<file path="src/rtl/vld_unit.sv">
// Vector load: streams n words from memory into one VRF register, up to MAX_OUTST reads in flight.
// VRF write lands 1 cycle after each response; read request held stable under mem_rd_ready backpressure.
module vld_unit #(
  parameter int VLMAX      = 32,
  parameter int ADDR_WIDTH = 32,
  parameter int DATA_WIDTH = 32,
  parameter int VREG_WIDTH = 5,
  parameter int CNT_WIDTH  = 6,
  parameter int MAX_OUTST  = 4
) (
  input  logic                  clk,
  input  logic                  rst,
  input  logic                  req_valid,
  output logic                  req_ready,
  input  logic [ADDR_WIDTH-1:0] ADDR_IN,
  input  logic [CNT_WIDTH-1:0]  N_DATA_IN,
  input  logic [VREG_WIDTH-1:0] VR_IN,
  output logic                  mem_rd_valid,
  input  logic                  mem_rd_ready,
  output logic [ADDR_WIDTH-1:0] mem_rd_addr,
  input  logic                  mem_rsp_valid,
  input  logic [DATA_WIDTH-1:0] mem_rsp_data,
  output logic                  vrf_we,
  output logic [ADDR_WIDTH-1:0] vrf_waddr,
  output logic [DATA_WIDTH-1:0] vrf_wdata,
  output logic                  resp_valid,
  input  logic                  resp_ready
);

  localparam int OW = $clog2(MAX_OUTST + 1);
  localparam logic [CNT_WIDTH-1:0] VLMAX_C = CNT_WIDTH'(VLMAX);
  localparam logic [OW-1:0]        MAX_O   = OW'(MAX_OUTST);

  typedef enum logic [1:0] {S_IDLE, S_RUN, S_DONE} state_t;

  state_t                state_q, state_d;
  logic [ADDR_WIDTH-1:0] base_q, base_d;
  logic [ADDR_WIDTH-1:0] vbase_q, vbase_d;
  logic [CNT_WIDTH-1:0]  n_q, n_d;
  logic [CNT_WIDTH-1:0]  issued_q, issued_d;
  logic [CNT_WIDTH-1:0]  recv_q, recv_d;
  logic [OW-1:0]         outst_q, outst_d;
  logic                  rd_vld_q, rd_vld_d;
  logic [ADDR_WIDTH-1:0] rd_addr_q, rd_addr_d;
  logic                  we_q, we_d;
  logic [ADDR_WIDTH-1:0] waddr_q, waddr_d;
  logic [DATA_WIDTH-1:0] wdata_q, wdata_d;

  logic                  issue_fire;
  logic                  rsp_acc;
  logic [CNT_WIDTH-1:0]  n_clamp;
  logic [ADDR_WIDTH-1:0] vbase_in;

  assign issue_fire = rd_vld_q && mem_rd_ready;
  // Responses with nothing outstanding belong to an aborted load and are dropped.
  assign rsp_acc    = mem_rsp_valid && (outst_q != '0);
  assign n_clamp    = (N_DATA_IN > VLMAX_C) ? VLMAX_C : N_DATA_IN;
  assign vbase_in   = ADDR_WIDTH'(VR_IN) * ADDR_WIDTH'(VLMAX);

  always_ff @(posedge clk) begin
    if (rst) begin
      state_q   <= S_IDLE;
      base_q    <= '0;
      vbase_q   <= '0;
      n_q       <= '0;
      issued_q  <= '0;
      recv_q    <= '0;
      outst_q   <= '0;
      rd_vld_q  <= 1'b0;
      rd_addr_q <= '0;
      we_q      <= 1'b0;
      waddr_q   <= '0;
      wdata_q   <= '0;
    end else begin
      state_q   <= state_d;
      base_q    <= base_d;
      vbase_q   <= vbase_d;
      n_q       <= n_d;
      issued_q  <= issued_d;
      recv_q    <= recv_d;
      outst_q   <= outst_d;
      rd_vld_q  <= rd_vld_d;
      rd_addr_q <= rd_addr_d;
      we_q      <= we_d;
      waddr_q   <= waddr_d;
      wdata_q   <= wdata_d;
    end
  end

  always_comb begin
    state_d = state_q;
    case (state_q)
      S_IDLE:  if (req_valid) state_d = S_RUN;
      S_RUN:   if (recv_q == n_q) state_d = S_DONE;
      S_DONE:  if (resp_ready) state_d = S_IDLE;
      default: state_d = S_IDLE;
    endcase
  end

  always_comb begin
    req_ready  = (state_q == S_IDLE);
    resp_valid = (state_q == S_DONE);
  end

  always_comb begin
    base_d    = base_q;
    vbase_d   = vbase_q;
    n_d       = n_q;
    issued_d  = issued_q + CNT_WIDTH'(issue_fire);
    recv_d    = recv_q + CNT_WIDTH'(rsp_acc);
    outst_d   = outst_q + OW'(issue_fire) - OW'(rsp_acc);
    rd_vld_d  = 1'b0;
    rd_addr_d = rd_addr_q;
    we_d      = rsp_acc;
    waddr_d   = rsp_acc ? vbase_q + ADDR_WIDTH'(recv_q) : waddr_q;
    wdata_d   = rsp_acc ? mem_rsp_data : wdata_q;
    case (state_q)
      S_IDLE: begin
        if (req_valid) begin
          base_d    = ADDR_IN;
          vbase_d   = vbase_in;
          n_d       = n_clamp;
          issued_d  = '0;
          recv_d    = '0;
          outst_d   = '0;
          rd_vld_d  = (n_clamp != '0);
          rd_addr_d = ADDR_IN;
        end
      end
      S_RUN: begin
        // Next request is judged on post-handshake counts, so a stalled request never drops.
        rd_vld_d = (issued_d < n_q) && (outst_d < MAX_O);
        if (rd_vld_d) rd_addr_d = base_q + ADDR_WIDTH'(issued_d);
      end
      default: ;
    endcase
  end

  assign mem_rd_valid = rd_vld_q;
  assign mem_rd_addr  = rd_addr_q;
  assign vrf_we       = we_q;
  assign vrf_waddr    = waddr_q;
  assign vrf_wdata    = wdata_q;

endmodule

</file>
<file path="config.mk">
export PLATFORM = sky130hd
export DESIGN_NAME = vld_unit
export DESIGN_NICKNAME = d
export VERILOG_FILES = /design/src/rtl/vld_unit.sv
export SDC_FILE = /design/constraint.sdc
export NUM_CORES = 1
export LEC_CHECK = 0
export BUFFER_PORTS_ARGS = -buffer_cell sky130_fd_sc_hd__buf_2
export CELL_PAD_IN_SITES_DETAIL_PLACEMENT = 1
export CELL_PAD_IN_SITES_GLOBAL_PLACEMENT = 2
export CORE_MARGIN = 2
export CORE_UTILIZATION = 23
export DETAILED_ROUTE_END_ITERATION = 10
export PLACE_DENSITY = 0.7
export SYNTH_ARGS = -nofsm -noshare
export SYNTH_HDL_FRONTEND = slang
export SYNTH_SLANG_ARGS = --single-unit
</file>
<file path="constraint.sdc">
create_clock -name clk -period 11 [get_ports clk]
set_clock_uncertainty 0.15 [all_clocks]
set_input_delay 2.2 -clock clk [delete_from_list [all_inputs] [get_ports clk]]
set_output_delay 2.2 -clock clk [all_outputs]
set_load 0.02 [all_outputs]
</file>
==> results of run 1 <==
## area by class of cell
cell class | instances | area, um2
Timing Repair Buffer | 165 | 843
Clock inverter | 15 | 174
Sequential cell | 137 | 2740
Inverter | 15 | 56.3
Multi-Input combinational cell | 579 | 3320
Fill cell | 3295 | 19000
Tap cell | 341 | 427
Clock buffer | 17 | 425
## logic make-up after synthesis
kind of cell,after synthesis,share of synthesized area
fa+ha+maj,22,0.0458
mux,3,0.00473
xor+xnor,48,0.0663
buf+inv,79,0.0601
simple gates,299,0.207
other cells,1,0.000591
compound gates,186,0.183
flops,137,0.432
## cells in the final DEF (no fill, tap or decap), types with 5 or more instances in the layout
cell and n:
nor2_1 42, ha_1 20, xnor2_1 21, o21ai_0 7
o22ai_1 8, inv_1 14, buf_2 158, o211ai_1 5
conb_1 21, dfxtp_1 137, nand2_1 194, and3_1 10
clkbuf_16 17, nand4_1 5, nand3_1 13, nand3b_1 5
xor2_1 27, a21oi_1 108, buf_4 7, a21boi_0 8
inv_8 6, a211oi_1 7, a211o_1 14
## layer usage
metal  up-vias  track usage  share of wire
met5         -            0        0.00045
li1       2876            -              -
met2       124        0.226           0.46
met3        15       0.0302          0.041
met1      2727        0.186           0.49
met4         2       0.0368         0.0083
## state kept, by name, summed over array words and instances, names as in the netlist, 5 cells and up
register     flops
mem_rd_addr     32
base_q          32
n_q              6
vrf_wdata       32
vrf_waddr       11
recv_q           6
issued_q         6
vbase_q          5
## power by group
| group | total (W) | internal [W] | switching (W) |
|---|---|---|---|
| sequential | 0.000584 | 0.000546 | 0.0000381 |
| combinational | 0.000293 | 0.0000971 | 0.000196 |
| clock | 0.000596 | 0.000326 | 0.000270 |
| total | 0.00147 | 0.000969 | 0.000504 |
## through the flow
step                cell area (um2)  hold WS, ns
floorplan                      6420        0.291
global placement               7390        0.291
detailed placement             7390        0.297
CTS                            7990        0.307
global route                   7990        0.326
finish                         7990        0.306
## worst min-delay path, delay by kind of cell (launching register included)
kind | cells | cell delay (ns)
AND/OR/NAND/NOR | 1 | 0.05
AO/OA/AOI/OAI | 1 | 0.05
flip-flops | 1 | 0.31
## final timing paths
check | startpoint | end | slack, ns | cells after the start
setup / recovery | mem_rsp_valid | mem_rd_addr[24] | 5.31 | 15
hold / removal | vrf_wdata[30] | vrf_wdata[30] | 0.31 | 2
setup reg to reg | outst_q[1] | mem_rd_addr[24] | 6.60 | 14
hold reg to reg | vrf_wdata[30] | vrf_wdata[30] | 0.31 | 2
==> metrics.md, run 1 <==
| Metric | Value |
|---|---|
| Cell count after synthesis | 775 |
| TritonCTS clock tree | yes |
| Critical Path, Cell by Cell | buf_2 -> o31ai_4 -> buf_4 -> inv_2 -> ha_1 -> inv_1 -> ha_1 -> inv_1 -> fa_1 -> xor2_1 -> xnor2_1 -> a21oi_4 -> buf_4 -> and2_1 -> a221o_1 |
| Max Clk Rate | 176 MHz |
| Residual DRC count | 0 |
| Remaining global-route overflow | 0 |
| Layout Nets | 1018 |
| Setup-failing EPs final | 0 |
| Worst path required time | 11.17 ns |
| Synth area leaders | dfxtp_1, nand2_1, a21oi_1 |
| Vias in the first global route | 5731 |
| Initial DRC count | 189 |
| CTS buffer count | 17 |
| Final min period | 5.69 ns |
| Crit. End Element | flip-flop |
| RSZ-0062 raised after global routing | no |
| Tcrit/Tclk final | 0.517 |
| Number of inserted diodes | 0 |
| Max Root-Sink Buffers | 2 |
| Slowest cell on crit path | inv_2 |
| CP delay by family, top | buffers and inverters |
| Post-CTS setup buffer count | 0 |
| Clock transition at the registers of the reported paths | 0.07 ns |
| CP bufs+invs | 6 |
| P&R area growth vs syn | 26.0% |
| Dominant cell type by area after synthesis | dfxtp_1 |
| MaxCap Viol Count | 0 |
| Crit path max fanout | 47 |
| CTS-repair resized insts | 0 |
| Final hold vios | 0 |
| Die ar. | 28900 um2 |
| DIE WIDTH | 170 um |
| DP Cell Count | 1237 |
| VDD IR-drop max | 0.000118 V |
| Routed vias/inst | 4.53 |
| Status | finished, final reports clean |
| # rows | 60 |
| Non-Filler Instances | 1269 |
| Min-Delay Path Class | reg -> reg |
| Top_reg_cell synth | dfxtp_1 |
| Worst Path Arrival | 5.85 ns |
| CTS Root Cell | clkbuf_16 |
| Port bufs | 159 |
| Post-synth top cells | nand2_1, dfxtp_1, a21oi_1 |
| Starting Density | 0.235 |
| Yosys cell types | 59 |
| IO Count | 181 |
| Hpwl dp | 13.9 mm |
| Leak | 3.41 nW |
| Most numerous cell in the Yosys netlist | nand2_1 |
| H-tree depth | 4 |
| #FFs+latches synth | 137 |
| Core area | 27000 um2 |
| Setup TNS | 0 ns |
| Largest net degree at the start of global routing | 75 |
| Mean Syn Cell Area | 8.19 um2 |
| Pwr Density | 184 nW/um2 |
| Warnings from Yosys | 0 |
| Tot Pwr | 0.00147 W |
| EDFF count, synth | 0 |
| Drt total wl | 20.0 mm |
| GPL Wtd Cong | 0.746 |
| WL per Instance | 15.7 um |
| Final Worst Setup Slack | 5.31 ns |
| Clk_lat worst skew | 0.43 ns |
| Post-cts hold buffer count | 0 |
| Layout cells sized above 1 | 0.235 |
| Share of synthesized registers carrying an async set or reset | 0 |
| Startpoint Class | input port |
| Initial antenna violation count | 1 |
| Final Max Slew Viols | 0 |
| Die Ht | 170 um |
| Sequential share of the synthesized area | 0.432 |
| Slew @ Worst Pin | 0.854 ns |
| Clock Sinks | 137 |
| Mapped cell area | 6340 um2 |
| Detail Route Antenna Nets | 0 |
| Worst Setup Path Type | in -> reg |
| Max stage delay on crit path | 0.45 ns |
| Synth top area share | 0.432 |
| Final Util | 0.296 |
| First-pass GRT wire length | 31.4 mm |
| Max_slew headroom | 0.431 |
| Vias | 5744 |
| Drt pass-1 iters | 5 |
| Worst slack, placed | 4.84 ns |
| All-Layer GR Usage | 0.139 |
Power figures use the tool's default switching activity.
==> run 2, diff against run 1 <==
Settings changed: PLACE_DENSITY 0.7 to 0.73.
Clock period 11 ns to 4.6 ns, I/O delays scaled along.
==> metrics.md, run 2 (synthesized netlist as in run 1, its figures left out) <==
| Metric | Value |
|---|---|
| Status | finished, final reports clean |
| Detail Route Antenna Nets | 0 |
| CTS-repair resized insts | 0 |
| Min-Delay Path Class | reg -> reg |
| # rows | 60 |
| First-pass GRT wire length | 31.5 mm |
| GPL Wtd Cong | 0.731 |
| DIE WIDTH | 170 um |
| All-Layer GR Usage | 0.139 |
| Commonest non-fill, non-tap cell in the layout | nand2_1 |
| Layout Nets | 1024 |
| Tcrit/Tclk final | 0.785 |
| Post-CTS setup buffer count | 0 |
| RSZ-0062 raised after global routing | no |
| Post-layout instance area | 8020 um2 |
| Initial antenna violation count | 0 |
| Hpwl dp | 14.4 mm |
| IO Count | 181 |
| Hold slack | 0.299 ns |
| Clock transition at the registers of the reported paths | 0.07 ns |
| Final hold vios | 0 |
| Crit path max fanout | 14 |
| Leak | 3.43 nW |
| Slew @ Worst Pin | 0.737 ns |
| Number of fillers in the final layout | 3292 |
| Largest net degree at the start of global routing | 66 |
| Final Max Slew Viols | 0 |
| Core area | 27000 um2 |
| Max Root-Sink Buffers | 2 |
| Setup-failing EPs final | 0 |
| Drt total wl | 20.0 mm |
| TritonCTS clock tree | yes |
| Max Clk Rate | 277 MHz |
| Vias in the first global route | 5802 |
| Most frequent cells in the layout | nand2_1, buf_2, dfxtp_1, a21oi_1, nor2_1 |
| P&R area growth vs syn | 26.4% |
| Max_slew headroom | 0.509 |
| Initial DRC count | 197 |
| WL per Instance | 15.6 um |
| Routed vias/inst | 4.49 |
| VDD IR-drop max | 0.000210 V |
| Port bufs | 159 |
| Vias | 5728 |
| Clock Sinks | 137 |
| Post-cts hold buffer count | 0 |
| Setup TNS | 0 ns |
| Placed Area | 7440 um2 |
| Final min period | 3.61 ns |
| Pwr Density | 435 nW/um2 |
| Starting Density | 0.235 |
| Drt pass-1 iters | 4 |
| Crit. End Element | flip-flop |
| CTS buffer count | 17 |
| Die ar. | 28900 um2 |
| Worst Path Arrival | 3.74 ns |
| CTS Root Cell | clkbuf_16 |
| Die Ht | 170 um |
| MaxCap Viol Count | 0 |
| Layout cells sized above 1 | 0.240 |
| Worst Setup Path Type | in -> reg |
| Tot Pwr | 0.00349 W |
| H-tree depth | 4 |
| Worst path required time | 4.73 ns |
| Number of inserted diodes | 0 |
| Remaining global-route overflow | 0 |
| Startpoint Class | input port |
| Residual DRC count | 0 |
| Clk_lat worst skew | 0.43 ns |
==> run 2: power by group <==
part           internal [W]  switching (W)
registers           0.00131      0.0000853
logic              0.000242       0.000477
clock network      0.000767       0.000611
total               0.00232        0.00117
==> run 2: final timing paths <==
kind	from	to	slack, ns	cells after the start
hold reg to reg	vrf_wdata[22]	vrf_wdata[22]	0.30	2
hold / removal	vrf_wdata[22]	vrf_wdata[22]	0.30	2
setup / recovery	mem_rd_ready	mem_rd_addr[31]	0.99	13
setup reg to reg	outst_q[1]	mem_rd_addr[31]	1.24	13
==> run 2: metal layers <==
metal  vias up  GRT usage  wire length, um
li1       2883          -                -
met1      2690      0.179             9500
met2       130      0.235             9310
met3        25     0.0295              880
met4         0     0.0383              259
met5         -          0                0
==> run 2: through the flow <==
step,cells,worst slack (ns),utilization
3_3_place_gp,1243,0.575,0.275
3_5_place_dp,1243,0.528,0.275
5_1_grt,1275,0.719,0.297
4_1_cts,1275,0.976,0.297
2_1_floorplan,795,0.850,-
6_report,1275,0.988,0.297
==> run 2: critical path: stages <==
cell and delay (ns):
buf_2 0.09, and2_1 0.19, ha_1 0.21, ha_1 0.21
xor2_1 0.22, ha_1 0.29, a211o_1 0.25, a31oi_1 0.15
o311a_1 0.31, a21oi_4 0.17, buf_4 0.26, a21boi_0 0.31
o22ai_1 0.13
==> run 2: final cells by class <==
class,instances,area [um2],area share
clock inverters,15,158,0.0197
well taps,341,427,0.0532
clock buffers,17,425,0.0530
flip-flops and latches,137,2740,0.342
repair buffers,171,888,0.111
inverters,15,56.3,0.00702
multi-input cells,579,3320,0.414
==> run 3, diff against run 2 <==
Settings changed: PLACE_DENSITY 0.73 to 0.7.
Clock period 4.6 ns to 3.5 ns, I/O delays scaled along.
==> metrics.md, run 3 (synthesized netlist as in run 1, its figures left out) <==
| Metric | Value |
|---|---|
| Largest net degree at the start of global routing | 72 |
| Layout cells sized above 1 | 0.254 |
| Routed vias/inst | 4.47 |
| Vias in the first global route | 5733 |
| Crit Reg-Reg Startpoint | mem_rd_valid |
| Pwr Density | 570 nW/um2 |
| Clock Sinks | 137 |
| GPL Wtd Cong | 0.818 |
| Crit. End Element | flip-flop |
| Leak | 3.53 nW |
| Hold slack | 0.301 ns |
| Startpoint Class | input port |
| WL per Instance | 15.6 um |
| Drt total wl | 20.2 mm |
| Number of fillers in the final layout | 3270 |
| # rows | 60 |
| First-pass GRT wire length | 31.6 mm |
| H-tree depth | 4 |
| CTS-repair resized insts | 0 |
| Die Ht | 170 um |
| Post-cts hold buffer count | 0 |
| Worst slack, placed | -0.162 ns |
| Final Worst Setup Slack | 0.315 ns |
| Detail Route Antenna Nets | 0 |
| Layout Nets | 1042 |
| Initial DRC count | 245 |
| Crit path from | mem_rd_ready |
| Slew @ Worst Pin | 0.795 ns |
| Worst path required time | 3.73 ns |
| Die ar. | 28900 um2 |
| VDD IR-drop max | 0.000238 V |
| Setup-failing EPs final | 0 |
| Final Max Slew Viols | 0 |
| Worst Path Arrival | 3.42 ns |
| Worst Setup Path Type | in -> reg |
| Max Clk Rate | 314 MHz |
| Port bufs | 159 |
| Initial antenna violation count | 0 |
| Core area | 27000 um2 |
| Max stage delay on crit path | 0.39 ns |
| Drt pass-1 iters | 5 |
| Clock transition at the registers of the reported paths | 0.06 ns |
| Number of inserted diodes | 0 |
| Crit path max fanout | 23 |
| Min-Delay Path Class | reg -> reg |
| Hold Startpoint | mem_rd_addr[16] |
| Commonest non-fill, non-tap cell in the layout | nand2_1 |
| Final min period | 3.19 ns |
| DIE WIDTH | 170 um |
| Residual DRC count | 0 |
| Remaining global-route overflow | 0 |
| Slowest cell on crit path | a2111oi_1 |
| Clk_lat worst skew | 0.44 ns |
| Vias | 5776 |
| P&R area growth vs syn | 29.2% |
| Hpwl dp | 14.7 mm |
| Final hold vios | 0 |
| Status | finished, final reports clean |
| Starting Density | 0.235 |
| Most frequent cells in the layout | nand2_1, buf_2, dfxtp_1, a21oi_1, nor2_1 |
| Critical Path, Cell by Cell | buf_2 -> and2_1 -> ha_1 -> ha_1 -> xor2_1 -> ha_1 -> a211o_1 -> a31oi_1 -> o311a_1 -> a21oi_4 -> buf_12 -> a2111oi_1 -> a31o_2 |
| RSZ-0062 raised after global routing | no |
| Crit path top cell by count | ha_1 |
| Max_slew headroom | 0.470 |
| CTS Root Cell | clkbuf_16 |
| Max Root-Sink Buffers | 2 |
| Post-CTS setup buffer count | 0 |
| IO Count | 181 |
| CTS buffer count | 17 |
| TritonCTS clock tree | yes |
| Tcrit/Tclk final | 0.910 |
| MaxCap Viol Count | 0 |
| All-Layer GR Usage | 0.140 |
==> run 3: cell count changes in the layout (fill, tap and decap cells not counted), sizes merged <==
cell      change
clkinvlp      +1
buf          +18
inv           -1
==> run 3: layer usage <==
| metal | global-route usage | routed length, um |
|---|---|---|
| met1 | 0.184 | 9780 |
| met2 | 0.226 | 9310 |
| met3 | 0.0349 | 820 |
| met4 | 0.0416 | 310 |
| met5 | 0 | 0 |
==> run 3: critical path, delay by kind of cell <==
| family | cells | cell delay (ns) |
|---|---|---|
| AO/OA/AOI/OAI | 6 | 1.31 |
| XOR/XNOR | 1 | 0.23 |
| adder cells (fa/ha/maj) | 3 | 0.70 |
| buffers and inverters | 2 | 0.26 |
| AND/OR/NAND/NOR | 1 | 0.19 |
==> run 3: area by class of cell <==
type / instances / area, um2 / area share
clock buffer: 17 / 425 / 0.0519
clock inverter: 15 / 174 / 0.0212
inverter: 15 / 56.3 / 0.00687
multi-input combinational: 579 / 3330 / 0.406
sequential: 137 / 2740 / 0.335
tap: 341 / 427 / 0.0520
timing repair buffer: 189 / 1050 / 0.128
==> run 3: worst paths after layout <==
check	endpoint	slack [ns]	cells past startpoint
setup reg to reg	mem_rd_addr[22]	0.33	13
hold reg to reg	mem_rd_addr[16]	0.30	2
setup / recovery	mem_rd_addr[22]	0.31	13
hold / removal	mem_rd_addr[16]	0.30	2
==> run 3: report_power, final <==
part | switching [W] | leakage [nW] | internal (W)
logic | 0.000632 | 2.13 | 0.000347
registers | 0.000114 | 1.12 | 0.00172
clock network | 0.000843 | 0.284 | 0.00102
total | 0.00159 | 3.53 | 0.00308
==> run 3: stage by stage <==
| stage | power (W) | cells | area (um2) | TNS, ns | utilization |
|---|---|---|---|---|---|
| 6_report | 0.00467 | 1293 | 8200 | 0 | 0.303 |
| 5_1_grt | 0.00492 | 1293 | 8200 | 0 | 0.303 |
| 4_1_cts | 0.00474 | 1293 | 8200 | 0 | 0.303 |
| 3_5_place_dp | 0.00286 | 1261 | 7600 | -0.821 | 0.281 |
| 3_3_place_gp | 0.00285 | 1261 | 7600 | -0.322 | 0.281 |
| 2_1_floorplan | 0.00248 | 795 | 6420 | 0 | - |
